File: src/rtl/dmem_arbiter.sv
// dmem_arbiter: round-robin two-port arbiter/sequencer for a synchronous dmem.
// Ports: clk/RESET (async active-low); per port reqN/weN/addrN/wdataN in,
// gntN/doneN pulses and rdataN out; mem_* drive dmem, mem_dout is its
// registered read data; busy is high while an access is in flight.
module dmem_arbiter #(
  parameter int DATA_WIDTH = 32,
  parameter int MEM_DEPTH  = 1024,
  localparam int AW = $clog2(MEM_DEPTH)
) (
  input  logic                  clk,
  input  logic                  RESET,
  input  logic                  req0,
  input  logic                  we0,
  input  logic [AW-1:0]         addr0,
  input  logic [DATA_WIDTH-1:0] wdata0,
  output logic                  gnt0,
  output logic                  done0,
  output logic [DATA_WIDTH-1:0] rdata0,
  input  logic                  req1,
  input  logic                  we1,
  input  logic [AW-1:0]         addr1,
  input  logic [DATA_WIDTH-1:0] wdata1,
  output logic                  gnt1,
  output logic                  done1,
  output logic [DATA_WIDTH-1:0] rdata1,
  output logic [AW-1:0]         mem_addr,
  output logic [DATA_WIDTH-1:0] mem_write_data,
  output logic                  mem_write,
  output logic                  mem_read,
  input  logic [DATA_WIDTH-1:0] mem_dout,
  output logic                  busy
);
  typedef enum logic [1:0] {IDLE, ISSUE, WAIT} state_t;
  state_t state_q, state_d;
  // last_q: port granted most recently (1 after reset so port 0 wins the first tie)
  logic last_q, last_d, win_q, win_d, wr_q, wr_d, win;
  logic gnt0_q, gnt0_d, gnt1_q, gnt1_d, done0_q, done0_d, done1_q, done1_d;
  logic mem_write_q, mem_write_d, mem_read_q, mem_read_d, busy_q, busy_d;
  logic [DATA_WIDTH-1:0] rdata0_q, rdata0_d, rdata1_q, rdata1_d, wdat_q, wdat_d;
  logic [AW-1:0] addr_q, addr_d;
  always_comb begin
    state_d     = state_q;
    last_d      = last_q;
    win_d       = win_q;
    wr_d        = wr_q;
    addr_d      = addr_q;
    wdat_d      = wdat_q;
    rdata0_d    = rdata0_q;
    rdata1_d    = rdata1_q;
    busy_d      = busy_q;
    gnt0_d      = 1'b0;
    gnt1_d      = 1'b0;
    done0_d     = 1'b0;
    done1_d     = 1'b0;
    mem_write_d = 1'b0;
    mem_read_d  = 1'b0;
    win         = (req0 && req1) ? ~last_q : req1;
    case (state_q)
      IDLE: if (req0 || req1) begin
        state_d     = ISSUE;
        last_d      = win;
        win_d       = win;
        wr_d        = win ? we1 : we0;
        addr_d      = win ? addr1 : addr0;
        wdat_d      = win ? wdata1 : wdata0;
        gnt0_d      = ~win;
        gnt1_d      = win;
        mem_write_d = win ? we1 : we0;
        mem_read_d  = win ? ~we1 : ~we0;
        busy_d      = 1'b1;
      end
      ISSUE: state_d = WAIT;
      WAIT: begin
        state_d  = IDLE;
        busy_d   = 1'b0;
        done0_d  = ~win_q;
        done1_d  = win_q;
        rdata0_d = (!wr_q && !win_q) ? mem_dout : rdata0_q;
        rdata1_d = (!wr_q && win_q) ? mem_dout : rdata1_q;
      end
      default: state_d = IDLE;
    endcase
  end
  always_ff @(posedge clk or negedge RESET) begin
    if (!RESET) begin
      state_q     <= IDLE;
      last_q      <= 1'b1;
      win_q       <= 1'b0;
      wr_q        <= 1'b0;
      addr_q      <= '0;
      wdat_q      <= '0;
      rdata0_q    <= '0;
      rdata1_q    <= '0;
      busy_q      <= 1'b0;
      gnt0_q      <= 1'b0;
      gnt1_q      <= 1'b0;
      done0_q     <= 1'b0;
      done1_q     <= 1'b0;
      mem_write_q <= 1'b0;
      mem_read_q  <= 1'b0;
    end else begin
      state_q     <= state_d;
      last_q      <= last_d;
      win_q       <= win_d;
      wr_q        <= wr_d;
      addr_q      <= addr_d;
      wdat_q      <= wdat_d;
      rdata0_q    <= rdata0_d;
      rdata1_q    <= rdata1_d;
      busy_q      <= busy_d;
      gnt0_q      <= gnt0_d;
      gnt1_q      <= gnt1_d;
      done0_q     <= done0_d;
      done1_q     <= done1_d;
      mem_write_q <= mem_write_d;
      mem_read_q  <= mem_read_d;
    end
  end
  assign gnt0           = gnt0_q;
  assign gnt1           = gnt1_q;
  assign done0          = done0_q;
  assign done1          = done1_q;
  assign rdata0         = rdata0_q;
  assign rdata1         = rdata1_q;
  assign mem_addr       = addr_q;
  assign mem_write_data = wdat_q;
  assign mem_write      = mem_write_q;
  assign mem_read       = mem_read_q;
  assign busy           = busy_q;
endmodule

File: config.mk
export PLATFORM = sky130hd
export DESIGN_NAME = dmem_arbiter
export DESIGN_NICKNAME = d
export VERILOG_FILES = /design/src/rtl/dmem_arbiter.sv
export SDC_FILE = /design/constraint.sdc
export NUM_CORES = 1
export LEC_CHECK = 0
export ABC_CLOCK_PERIOD_IN_PS = 1900
export CORE_AREA = 2 2 142 103
export DETAILED_ROUTE_END_ITERATION = 8
export DIE_AREA = 0 0 144 105
export PLACE_DENSITY = 0.81
export SLEW_MARGIN = 20
export SYNTH_ARGS = -nofsm -noshare
export SYNTH_HDL_FRONTEND = slang
export SYNTH_SLANG_ARGS = --single-unit
export TNS_END_PERCENT = 100
File: constraint.sdc
create_clock -name clk -period 1.9 [get_ports clk]
set_clock_uncertainty 0.2 [all_clocks]
set_input_delay 0.19 -clock clk [delete_from_list [all_inputs] [get_ports clk]]
set_output_delay 0.19 -clock clk [all_outputs]
set_load 0.02 [all_outputs]
Word-level counts from Yosys, hierarchy flattened

Index checks and enable logic that the tools add are counted.

Output and inout port bits: 113
Register bits: 118
Input bits: 122
Word-level logic and storage cells: 54

Bitwise logic cells: 5
Eq/ne operators: 3
Mux-type cells: 19
Reductions and logical operators: 12

Operators by type and width:

| kind                                                                  | number |
|---|---|
| 32-bit 2-to-1 mux                                                     | 1 |
| 1-bit 2-to-1 mux                                                      | 14 |
| 10-bit 2-to-1 mux                                                     | 1 |
| 2-bit AND reduction                                                   | 4 |
| 1-bit NOT                                                             | 5 |
| 2-bit case mux with 2 select lines                                    | 1 |
| 1-bit logical AND                                                     | 3 |
| 2-bit by 1-bit equality test with 1-bit output, second input constant | 1 |
| 2-bit equality test, second input constant                            | 1 |
| 1-bit logical NOT                                                     | 2 |
| 2-bit logical NOT                                                     | 1 |
| 2-bit 2-to-1 mux                                                      | 1 |
| 2-bit != test, second input constant                                  | 1 |
| 1-bit case mux with 2 select lines                                    | 1 |
| 2-bit nonzero test                                                    | 1 |
| 1-bit logical OR                                                      | 1 |

Depth between registers and ports, before layout

Depth in word-level cells: 5
Gate-level depth with buffers: 5
Mapped depth without buffers: 3

Least setup slack after synthesis

Ideal clock, no wire load.

Path type: reg-to-reg
Start point: reg state_q[0]
End point: reg rdata0_q[21], in the netlist rdata0[21]
Library setup time: 0.125 ns
Arrival: 1.305 ns
Stages on the path, launching flop included: 5
Path slack: 0.270 ns
Data required time: 1.575 ns
Path buffers: 1
Clock period less this slack: 1.630 ns
Path through: dfrtp_1 > nand2b_4 > nor3_4 > buf_6 > mux2_2

Word-level cells in the longest chain between the ends: 2

RTL lines:

| item                                 | line | RTL |
|---|---|---|
| start, declared                      | 34   | `state_t state_q, state_d;` |
| start signal, assigned               | 102  | `state_q <= state_d;` |
| 2-bit equality test                  | 58   | `case (state_q)` |
| 2-bit AND reduction (no source line) | n/a  |  |
| end signal, assigned                 | 108  | `rdata0_q <= rdata0_d;` |
| end, declared                        | 39   | `logic [DATA_WIDTH-1:0] rdata0_q, rdata0_d, rdata1_q, rdata1_d, wdat_q, wdat_d;` |

No other way between the ends.
A chain may end at the register's enable or synchronous reset.

Worst setup path in the final report

Start point: reg rdata0_q[17], in the netlist rdata0[17]
End point: out rdata0[17]

RTL lines:

| item          | line | RTL |
|---|---|---|
| end, declared | 18   | `output logic [DATA_WIDTH-1:0] rdata0,` |

No word-level cell between the ends.

==> summary.txt <==
Routing
  • Wire per inst: 17.17 µm
  • DRT iter0 DRCs: 127
  • Detailed-route via count: 3599
  • DRC viols: 0
  • Vias/cell: 4.748
  • Drt pass-1 iters: 4
  • Antenna-violating nets left: 0
  • Drt total wl: 13.02 mm

Critical path
  • Slowest stage delay, CP: 0.63 ns
  • Setup crit start kind: register
  • CP max-delay cell: clkdlybuf4s50_1
  • CP Max Fanout: 2
  • WP data required: 1.51 ns
  • Worst R2R Setup Slack: 0.20 ns
  • Crit Path Class: reg2out
  • Worst path bufs/invs: 1
  • Critical Path AT: 1.41 ns
  • Worst Setup End Kind: primary output
  • CP Cell Sequence: clkdlybuf4s50_1
  • Delay-heaviest family, CP: buffers and inverters

Pwr
  • Peak VDD IR: 0.7456 mV
  • Combinational power share: 46.1%
  • Leak pwr: 3.466 nW
  • Clk pwr share: 23.1%
  • Seq pwr share: 30.8%
  • Power Dens Cells: 1831 nW/µm²
  • Switching pwr: 0.005037 W
  • Tot Pwr: 0.01456 W
  • Internal power: 0.009520 W
  • Switching part of the total: 34.60%

Global routing
  • Total grt overflow: 0
  • First-pass GRT wire length: 20.33 mm
  • Vias in the first global route: 3859
  • Initial antenna violation count: 0
  • Gr usage total: 17.70%
  • Largest net degree at the start of global routing: 119

Floorplanning
  • # IOs: 235
  • DIE HEIGHT: 105 µm
  • Die area: 15120 µm²
  • Die X: 144 µm
  • Rows: 36
  • Initial Utilization: 34.68%
  • Total core area: 13650 µm²

Synthesis
  • Synthesized cell area: 4733 µm²
  • Synth Area in Compound Gates: 9.199%
  • Simple-gate area share of the yosys netlist: 7.560%
  • Post-synthesis mux area share: 16.60%
  • Mean Syn Cell Area: 15.12 µm²
  • Distinct cell type count of the synthesized netlist: 23
  • Post-Synth Adder-Cell Area: 0%
  • FF+latch count, synth: 118
  • Post-synthesis xor/xnor area fraction: 0%
  • Register area share after synthesis: 62.41%
  • Gate Count Post-Synth: 313
  • Main combinational cell family by area after synthesis: multiplexers
  • Syn_nets: 435
  • Synth warnings: 0

Final layout
  • Commonest cells after routing, fill and taps aside: clkdlybuf4s50_1, dfrtp_1, mux2_2, and3_1, a221o_1
  • Final nets: 678
  • ANT cells: 0
  • Area Overhead vs Synth: 67.96%
  • Storage element area: 2954 µm²
  • Commonest non-fill, non-tap cell in the layout: clkdlybuf4s50_1
  • Fillers: 1067
  • Multi-input gate area: 1587 µm²
  • Layout cells sized above 1: 19.19%

Clocking
  • Setup bufs post-CTS: 0
  • Hold Buf Count CTS: 1
  • CTS Root Cell: clkbuf_16
  • Clk Latency, worst-skew pair: 0.40 ns
  • H-tree depth: 4
  • Clock sink total: 118
  • CTS tree: done
  • CTS max path bufs: 2
  • Post-CTS sizing: 0
  • CTS Buf Count: 17
  • Clk slew on worst S/H paths: 0.06 ns

STA
  • Max frequency: 556.8 MHz
  • Relative slew slack: 55.42%
  • Final Hold Fails: 0
  • Setup WS post-layout: 0.1039 ns
  • Count of pins over their slew limit: 0
  • Final period util: 94.53%
  • Least-Margin Pin Slew: 0.6687 ns
  • Setup violators final: 0
  • Min Tclk post-route: 1.796 ns
  • RSZ-0062 raised after global routing: false

Placed design
  • Routability congestion estimate: 0.7862
  • DPL Wire Length: 9.268 mm
  • Placement Setup Slack: -0.05869 ns
  • # port buffers: 234

Job
  • Number of max-cap violations: 0

Min path
  • Hold Path Class: in2async

Status
  • Run status: finished clean
-- sequential cells by signal, indices dropped and copies added, names as in the netlist --
signal	count
busy	1
done0	1
done1	1
gnt0	1
gnt1	1
last_q	1
mem_addr	10
mem_read	1
mem_write	1
mem_write_data	32
rdata0	32
rdata1	32
state_q	2
win_q	1
wr_q	1
-- cell usage after synthesis --
| cell | instances | share of area [%] |
|---|---|---|
| nor2_1 | 3 | 0.24 |
| buf_2 | 1 | 0.11 |
| a21boi_2 | 1 | 0.24 |
| and2_1 | 1 | 0.13 |
| a221o_1 | 40 | 8.5 |
| inv_1 | 2 | 0.16 |
| and3_1 | 41 | 5.4 |
| o21ai_2 | 1 | 0.19 |
| dfstp_2 | 1 | 0.56 |
| clkbuf_1 | 10 | 0.79 |
| inv_2 | 1 | 0.079 |
| nor2b_1 | 2 | 0.26 |
| mux2_2 | 56 | 13 |
| nand2b_4 | 1 | 0.29 |
| nor2_4 | 1 | 0.24 |
| dfrtp_1 | 117 | 62 |
| nand2b_1 | 1 | 0.13 |
| mux2_1 | 12 | 2.9 |
| a21o_1 | 2 | 0.32 |
| nor3_4 | 2 | 0.69 |
| buf_6 | 13 | 3.1 |
| nand2_1 | 2 | 0.16 |
| mux2i_1 | 2 | 0.42 |
-- layer usage --
layer  global-route usage (%)  vias to the layer above  wire length [µm]
met5                        0                        -                 0
met4                    5.462                        0               134
met3                    8.158                       11              1401
met2                    27.86                      182              6044
met1                    21.69                     1745              5437
li1                         -                     1661                 -
-- worst paths after layout --
path / start / end / cells after the start
min: RESET / rdata0[6] / 3
max reg2reg: state_q[0] / rdata0[20] / 4
min in group clk: wdata0[15] / mem_write_data[15] / 2
max in group asynchronous: RESET / mem_write_data[18] / 3
min reg2reg: rdata1[31] / rdata1[31] / 1
max: rdata0[17] / rdata0[17] / 1
-- power groups by stage --
stage	combinational (W)	sequential [W]	clock, W
finish	0.00671	0.00449	0.00336
CTS	0.00678	0.00450	0.00343
global route	0.00712	0.00464	0.00357
detailed placement	0.00677	0.00450	0
floorplan	0.00210	0.00584	0
global placement	0.00661	0.00445	0
-- through the flow --
stage	util [%]	cell area [µm²]	hold WS (ns)	setup TNS, ns	std cells
2_1_floorplan	-	4733	-0.3056	0	313
3_3_place_gp	53.59	7315	0.1203	-0.03084	726
3_5_place_dp	53.59	7315	0.1379	-0.1243	726
4_1_cts	58.25	7950	0.1784	0	758
5_1_grt	58.25	7950	0.1765	0	758
6_report	58.25	7950	0.1797	0	758
-- final cells by class --
class	count	share of cell area, %
multi-input combinational	168	19.96
tap	190	2.990
sequential	118	37.16
clock inverter	14	2.518
timing repair buffer	248	31.89
inverter	3	0.1416
clock buffer	17	5.351
-- cells by family (layout without fill, tap and decap cells) --
kind of cell	after synthesis	count (layout)
AND/OR/NAND/NOR	54	54
multiplexers	70	70
buffers and inverters	27	282
flip-flops	118	118
AO/OA/AOI/OAI	44	44
Note: power is estimated with default switching activity, not from simulation.
